$ cat src/rtl/cim_pkg.sv
// Shared types and sizing helpers for the CIM layer pipeline.
// Used by the pool-to-fc flatten stage.
package cim_pkg;

    typedef enum logic [1:0] {
        IDLE,
        SERIAL,
        WAIT_FC
    } state_t;

    function automatic int pool_pixels(input int w, input int k);
        return (w / k) * (w / k);
    endfunction

    function automatic int addr_width(input int n);
        return (n > 1) ? $clog2(n) : 1;
    endfunction

endpackage

$ cat src/rtl/pool_fc_flatten.sv
// Serialises pool output vectors into the fc input buffer in CHW order
// and kicks the fc layer once a full frame is stored.
module pool_fc_flatten
    import cim_pkg::*;
#(
    parameter int datatype_size  = 4,
    parameter int input_channels = 5,
    parameter int img_width      = 24,
    parameter int kernel_dim     = 2,
    localparam int P  = pool_pixels(img_width, kernel_dim),
    localparam int N  = input_channels * P,
    localparam int AW = addr_width(N),
    localparam int PW = addr_width(P),
    localparam int CW = addr_width(input_channels)
) (
    input  logic                     clk,
    input  logic                     rst,
    input  logic                     i_valid,
    input  logic [datatype_size-1:0] i_data [input_channels],
    output logic                     o_busy,
    input  logic                     i_fc_busy,
    output logic                     o_ibuf_we,
    output logic [datatype_size-1:0] o_ibuf_wr_data,
    output logic [AW-1:0]            o_ibuf_addr,
    output logic                     o_start
);

    if (img_width % kernel_dim != 0) begin : g_bad_kernel
        $error("img_width must be a multiple of kernel_dim");
    end

    state_t                   state;
    logic [datatype_size-1:0] hold [input_channels];
    logic [CW-1:0]            ch_cnt;
    logic [PW-1:0]            pix_cnt;
    logic [AW-1:0]            base;
    logic                     last_ch;
    logic                     last_pix;

    assign o_busy   = (state != IDLE) | i_fc_busy;
    assign last_ch  = (ch_cnt == CW'(input_channels - 1));
    assign last_pix = (pix_cnt == PW'(P - 1));

    always_ff @(posedge clk) begin
        if (rst) begin
            state          <= IDLE;
            pix_cnt        <= '0;
            ch_cnt         <= '0;
            base           <= '0;
            o_ibuf_we      <= 1'b0;
            o_ibuf_wr_data <= '0;
            o_ibuf_addr    <= '0;
            o_start        <= 1'b0;
            for (int i = 0; i < input_channels; i++) begin
                hold[i] <= '0;
            end
        end else begin
            o_ibuf_we <= 1'b0;
            o_start   <= 1'b0;
            unique case (state)
                IDLE: begin
                    if (i_valid && !o_busy) begin
                        hold   <= i_data;
                        ch_cnt <= '0;
                        base   <= AW'(pix_cnt);
                        state  <= SERIAL;
                    end
                end
                SERIAL: begin
                    // base walks pix_cnt, pix_cnt+P, ... so no multiplier is needed
                    o_ibuf_we      <= 1'b1;
                    o_ibuf_wr_data <= hold[ch_cnt];
                    o_ibuf_addr    <= base;
                    base           <= base + AW'(P);
                    ch_cnt         <= ch_cnt + 1'b1;
                    if (last_ch) begin
                        ch_cnt <= '0;
                        if (last_pix) begin
                            pix_cnt <= '0;
                            state   <= WAIT_FC;
                        end else begin
                            pix_cnt <= pix_cnt + 1'b1;
                            state   <= IDLE;
                        end
                    end
                end
                WAIT_FC: begin
                    if (!i_fc_busy) begin
                        o_start <= 1'b1;
                        state   <= IDLE;
                    end
                end
                default: state <= IDLE;
            endcase
        end
    end

endmodule
$ cat config.mk
export PLATFORM = sky130hd
export DESIGN_NAME = pool_fc_flatten
export DESIGN_NICKNAME = d
export VERILOG_FILES = /design/src/rtl/cim_pkg.sv /design/src/rtl/pool_fc_flatten.sv
export SDC_FILE = /design/constraint.sdc
export NUM_CORES = 1
export LEC_CHECK = 0
export BUFFER_PORTS_ARGS = -buffer_cell sky130_fd_sc_hd__buf_4
export CORE_MARGIN = 1.5
export CORE_UTILIZATION = 56
export CTS_CLUSTER_DIAMETER = 150
export DETAILED_ROUTE_END_ITERATION = 7
export GPL_ROUTABILITY_DRIVEN = 0
export GPL_TIMING_DRIVEN = 0
export MAX_ROUTING_LAYER = met4
export PLACE_DENSITY = 0.76
export SETUP_SLACK_MARGIN = 0.4
export SLEW_MARGIN = 20
export SYNTH_ARGS = -nofsm -noshare
export SYNTH_HDL_FRONTEND = slang
export SYNTH_SLANG_ARGS = --single-unit
export TNS_END_PERCENT = 30
$ cat constraint.sdc
create_clock -name clk -period 2.42 [get_ports clk]
set_input_delay 0.484 -clock clk [delete_from_list [all_inputs] [get_ports clk]]
set_output_delay 0.484 -clock clk [all_outputs]
set_load 0.02 [all_outputs]
# Yosys cells after proc, flatten, opt, wreduce, memory -nomap -nowiden
# Index checks and enable logic that the tools add are counted.
# word_totals
register_bits	59
in_bits	24
output_inout_bits	17
elab_cells	53
# op_classes
add_sub_neg	3
magnitude_cmp	1
n_eq_ne	7
n_mux	16
bitwise	3
n_reduce_logical	10
# op_table
operator	n
one-hot mux 10 bit (2 select lines)	1
binary-select mux 4 bit (select 3 bit)	1
adder 10 x 8 -> 10 bit (second input constant)	1
2-to-1 mux 10 bit	1
adder 8 x 1 -> 8 bit (second input constant)	1
== test 8 bit (second input constant)	1
2-to-1 mux 2 bit	4
2-to-1 mux 4 bit	2
2-to-1 mux 8 bit	1
2-to-1 mux 3 bit	2
inequality test 2 bit (second input constant)	3
one-hot mux 2 bit (3 select lines)	1
one-hot mux 3 bit (2 select lines)	1
AND reduction 2 bit	3
greater-or-equal comparator 4 bit (second input constant)	1
inverter 3 -> 4 bit	1
nonzero test 2 bit	2
adder 3 x 1 -> 3 bit (second input constant)	1
== test 3 bit (second input constant)	1
AND reduction 3 bit	1
== test 2 x 1 -> 1 bit (second input constant)	1
== test 2 bit (second input constant)	1
logical NOT 2 bit	1
2-to-1 mux 1 bit	2
5 further kinds	5

# Logic depth before layout (Yosys ltp)
# depth
depth_word	6
mapped_depth	8
mapped_depth_nobuf	6

# Worst setup path before layout
# No wires, ideal clock.
# synth_path
path_kind	reg-to-reg
start	reg ch_cnt[0]
end	reg pix_cnt[6]
setup_ps	128
arrival_ps	1341
t_required_ps	2292
path_slack_ps	952
path_stages_with_launch	8
synth_period_minus_slack_ps	1468
cell_sequence	dfxtp_1 > inv_1 > ha_1 > and4b_1 > buf_4 > nand4_1 > xor2_1 > nor2_1
# synth_via
elab_chain_len	2
# synth_rtl
item	line	rtl
start: declaration	pool_fc_flatten.sv:34	logic [CW-1:0] ch_cnt;
start signal: assignment	pool_fc_flatten.sv:75	ch_cnt <= ch_cnt + 1'b1;
== test 3 bit	pool_fc_flatten.sv:41	assign last_ch = (ch_cnt == CW'(input_channels - 1));
AND reduction 2 bit (no line)	--	
end signal: assignment	pool_fc_flatten.sv:82	pix_cnt <= pix_cnt + 1'b1;
end: declaration	pool_fc_flatten.sv:35	logic [PW-1:0] pix_cnt;
# Every way passes these cells.
# A chain may end at the register's enable or synchronous reset.

# Worst setup path after layout
# layout_path
start	reg state[0]
end	out o_busy
# layout_via
elab_chain_len	2
# layout_rtl
item	line	rtl
start: declaration	pool_fc_flatten.sv:32	state_t state;
start signal: assignment	pool_fc_flatten.sv:46	state <= IDLE;
start signal: assignment	pool_fc_flatten.sv:66	state <= SERIAL;
start signal: assignment	pool_fc_flatten.sv:80	state <= WAIT_FC;
nonzero test 2 bit	pool_fc_flatten.sv:40	assign o_busy = (state != IDLE) | i_fc_busy;
OR 1 bit	pool_fc_flatten.sv:40	
end: declaration	pool_fc_flatten.sv:20	output logic o_busy,
# Every way passes these cells.

==> metrics.md <==
| Metric | Value |
|---|---|
| Status | `completed` |
| Post-Route Utilization | `71.8%` |
| Critical path class | `reg2out` |
| Cells after Synth | `284` |
| Crit-path cells | `nor3_1 -> inv_1 -> buf_4` |
| Synth cell types | `36` |
| Leading post-synthesis cells by cell area | `dfxtp_1 49%, nand2_1 11%, a21oi_1 8.5%` |
| Rows | `23` |
| Number of I/O port buffers | `39` |
| Peak supply drop | `0.432 mV` |
| # DRC | `0` |
| WP data required | `1.94 ns` |
| Post-CTS sizing | `0` |
| Fmax | `0.566 GHz` |
| Pwr/cell area | `666 mW/mm2` |
| Total GRT Usage | `27.3%` |
| Syn-to-layout area delta | `21.0%` |
| # Post-CTS Setup Buffers | `0` |
| Slew Viols, Final | `0` |
| Hold_ws | `0.348 ns` |
| Worst EP arrival | `1.28 ns` |
| Endpoint, Worst Hold | `o_start` |
| Hpwl dp | `3890 um` |
| Crit. End Element | `output port` |
| HP Start | `i_fc_busy` |
| DRT Wirelength | `5630 um` |
| Critical Path Source Type | `flop` |
| Clock Skew | `0.00299 ns` |
| Via count | `2,166` |
| WHS Path Cells | `2` |
| Drt pass-1 iters | `4` |
| Slowest-stage cell, CP | `dfxtp_1` |
| Pleak | `0.00114 uW` |
| # hold bufs at CTS | `0` |
| Die H | `68.8 um` |
| Syn_nets | `312` |
| Synth Register Bits | `59` |
| WP buf/inv | `2` |
| H-Tree Depth | `3` |
| Post-route minimum period | `1.77 ns` |
| Nets | `362` |
| Post-Place Worst Slack | `0.744 ns` |
| RSZ-0062 raised after global routing | `false` |
| R2R setup slack | `0.71 ns` |
| YS warnings | `0` |
| Setup TNS | `0 ns` |
| Origin of the critical flop-to-flop path | `ch_cnt[0]` |
| Syn avg cell area | `8.54 um2` |
| Post-synth EDFFs | `0` |
| First-pass GRT wire length | `8800 um` |
| Ant. Diodes | `0` |
| Vias per inst | `5.57` |
| Setup WS post-layout | `0.655 ns` |
| Final ANT Viol Nets | `0` |
| Grt ovf | `0` |
| Num CTS Buffers | `9` |
| Worst-margin pin slew | `0.568 ns` |
| Worst-Skew Late Latency | `0.34 ns` |
| Count leader, synth | `nand2_1` |
| Seq/Total Area, Yosys | `48.7%` |
| Largest net degree at the start of global routing | `11` |
| Final setup fails | `0` |
| Slew headroom | `62.2%` |
| Clock tree buffer depth | `2` |
| FF-to-FF path depth | `7` |
| Share of flip-flops with an asynchronous set or reset | `0%` |
| R2r endpoint | `pix_cnt[7]` |
| Mapped Area | `0.00243 mm2` |
| Delay of the slowest critical-path stage | `0.39 ns` |
| Clock transition at the registers of the reported paths | `0.06 ns` |
| Vias in the first global route | `1,889` |
| Wire per inst | `14.5 um` |
| Top cell type's share of synthesized area | `48.7%` |
| Endpoints failing hold | `0` |
| Final period util | `72.9%` |
| Worst Hold Class | `in2reg` |
| Initial antenna violation count | `0` |
| Predominant post-synthesis flop cell | `dfxtp_1` |
| Crit path from | `state[0]` |
| Clk sink count | `59` |
| Initial DRC count | `106` |
| Die Width | `68.8 um` |
| Synth area leader | `dfxtp_1` |
| Initial core utilization | `59.4%` |
| CP max FO | `7` |
| Synth top cells by count | `71 x nand2_1, 59 x dfxtp_1, 41 x a21oi_1, 22 x nor2_1, 10 x buf_2` |
| Fraction of layout cells with a size suffix above 1 | `20.9%` |
| Core ar. | `0.00409 mm2` |
| Max Cap Viol | `0` |
| CTS tree | `built` |
| Clk root buf | `clkbuf_8` |
| IO Count | `41` |
| CP top delay family | `flip-flops` |
| DIE AREA | `0.00474 mm2` |
per-layer routing:
| metal | global-route usage [%] | share of wire, % | vias up |
|---|---|---|---|
| li1 | - | - | 1078 |
| met1 | 35.9 | 48 | 1021 |
| met2 | 38.5 | 45 | 58 |
| met3 | 9.25 | 6.0 | 9 |
| met4 | 11.0 | 1.5 | 0 |
| met5 | - | 0 | - |
sequential cells by signal (all words and copies together) (netlist names):
signal,flops
base,10
o_start,1
o_ibuf_wr_data,4
state,2
o_ibuf_we,1
pix_cnt,8
o_ibuf_addr,10
ch_cnt,3
hold,20
report_power, final:
part	switching, uW	internal (uW)
sequential	23.2	1000
clock	371	367
combinational	112	81.2
total	506	1450
cell families after synthesis:
logic type | synth area share, %
compound gates | 14.2
mux | 4.13
flops | 48.7
xor+xnor | 2.53
fa+ha+maj | 2.06
simple gates | 24.0
buf+inv | 4.38
area by class of cell:
cell class | count | area (um2)
tap | 50 | 62.6
inverter | 5 | 18.8
multi-input combinational | 202 | 1140
sequential | 59 | 1180
buffer | 18 | 87.6
timing repair buffer | 39 | 293
fill | 328 | 1150
clock buffer | 13 | 139
clock inverter | 3 | 15.0
worst max-delay path by stage:
| stage | to | slack [ns] | cells after the start |
|---|---|---|---|
| after floorplan | pix_cnt[6] | 0.95 | 7 |
| after global placement | pix_cnt[4] | 0.77 | 7 |
| after detailed placement | pix_cnt[7] | 0.74 | 7 |
| after CTS | o_busy | 0.66 | 3 |
| after global routing | pix_cnt[3] | 0.53 | 7 |
| final | o_busy | 0.65 | 3 |
through the flow:
| stage | area [um2] | power (uW) | instances |
|---|---|---|---|
| after CTS | 2940 | 1960 | 389 |
| final | 2940 | 1960 | 389 |
| after global routing | 2940 | 2030 | 389 |
| after floorplan | 2430 | 1160 | 284 |
| after global placement | 2780 | 1230 | 373 |
| after detailed placement | 2780 | 1240 | 373 |
cell usage in the layout, fill, tap and decap left out, types with 2 or more instances in the layout:
| cell type | n |
|---|---|
| a21oi_1 | 41 |
| a221oi_1 | 4 |
| a311oi_1 | 2 |
| a32oi_1 | 2 |
| and2_1 | 3 |
| and3_1 | 2 |
| buf_2 | 10 |
| buf_4 | 41 |
| clkbuf_1 | 10 |
| clkbuf_8 | 9 |
| clkinv_2 | 3 |
| dfxtp_1 | 59 |
| ha_1 | 4 |
| inv_1 | 5 |
| mux4_2 | 4 |
| nand2_1 | 71 |
| nand2b_1 | 2 |
| nand3_1 | 7 |
| nand4_1 | 4 |
| nor2_1 | 22 |
| nor3_1 | 7 |
| nor4b_1 | 2 |
| o21ai_0 | 4 |
| or3_1 | 2 |
| xor2_1 | 6 |
worst register-to-register path, stage by stage (launching register included):
cell	delay (ns)
dfxtp_1	0.54
inv_1	0.14
ha_1	0.24
and4b_1	0.18
buf_4	0.17
nand4_1	0.12
nand2b_1	0.14
nor2_1	0.13
Power figures use the tool's default switching activity.
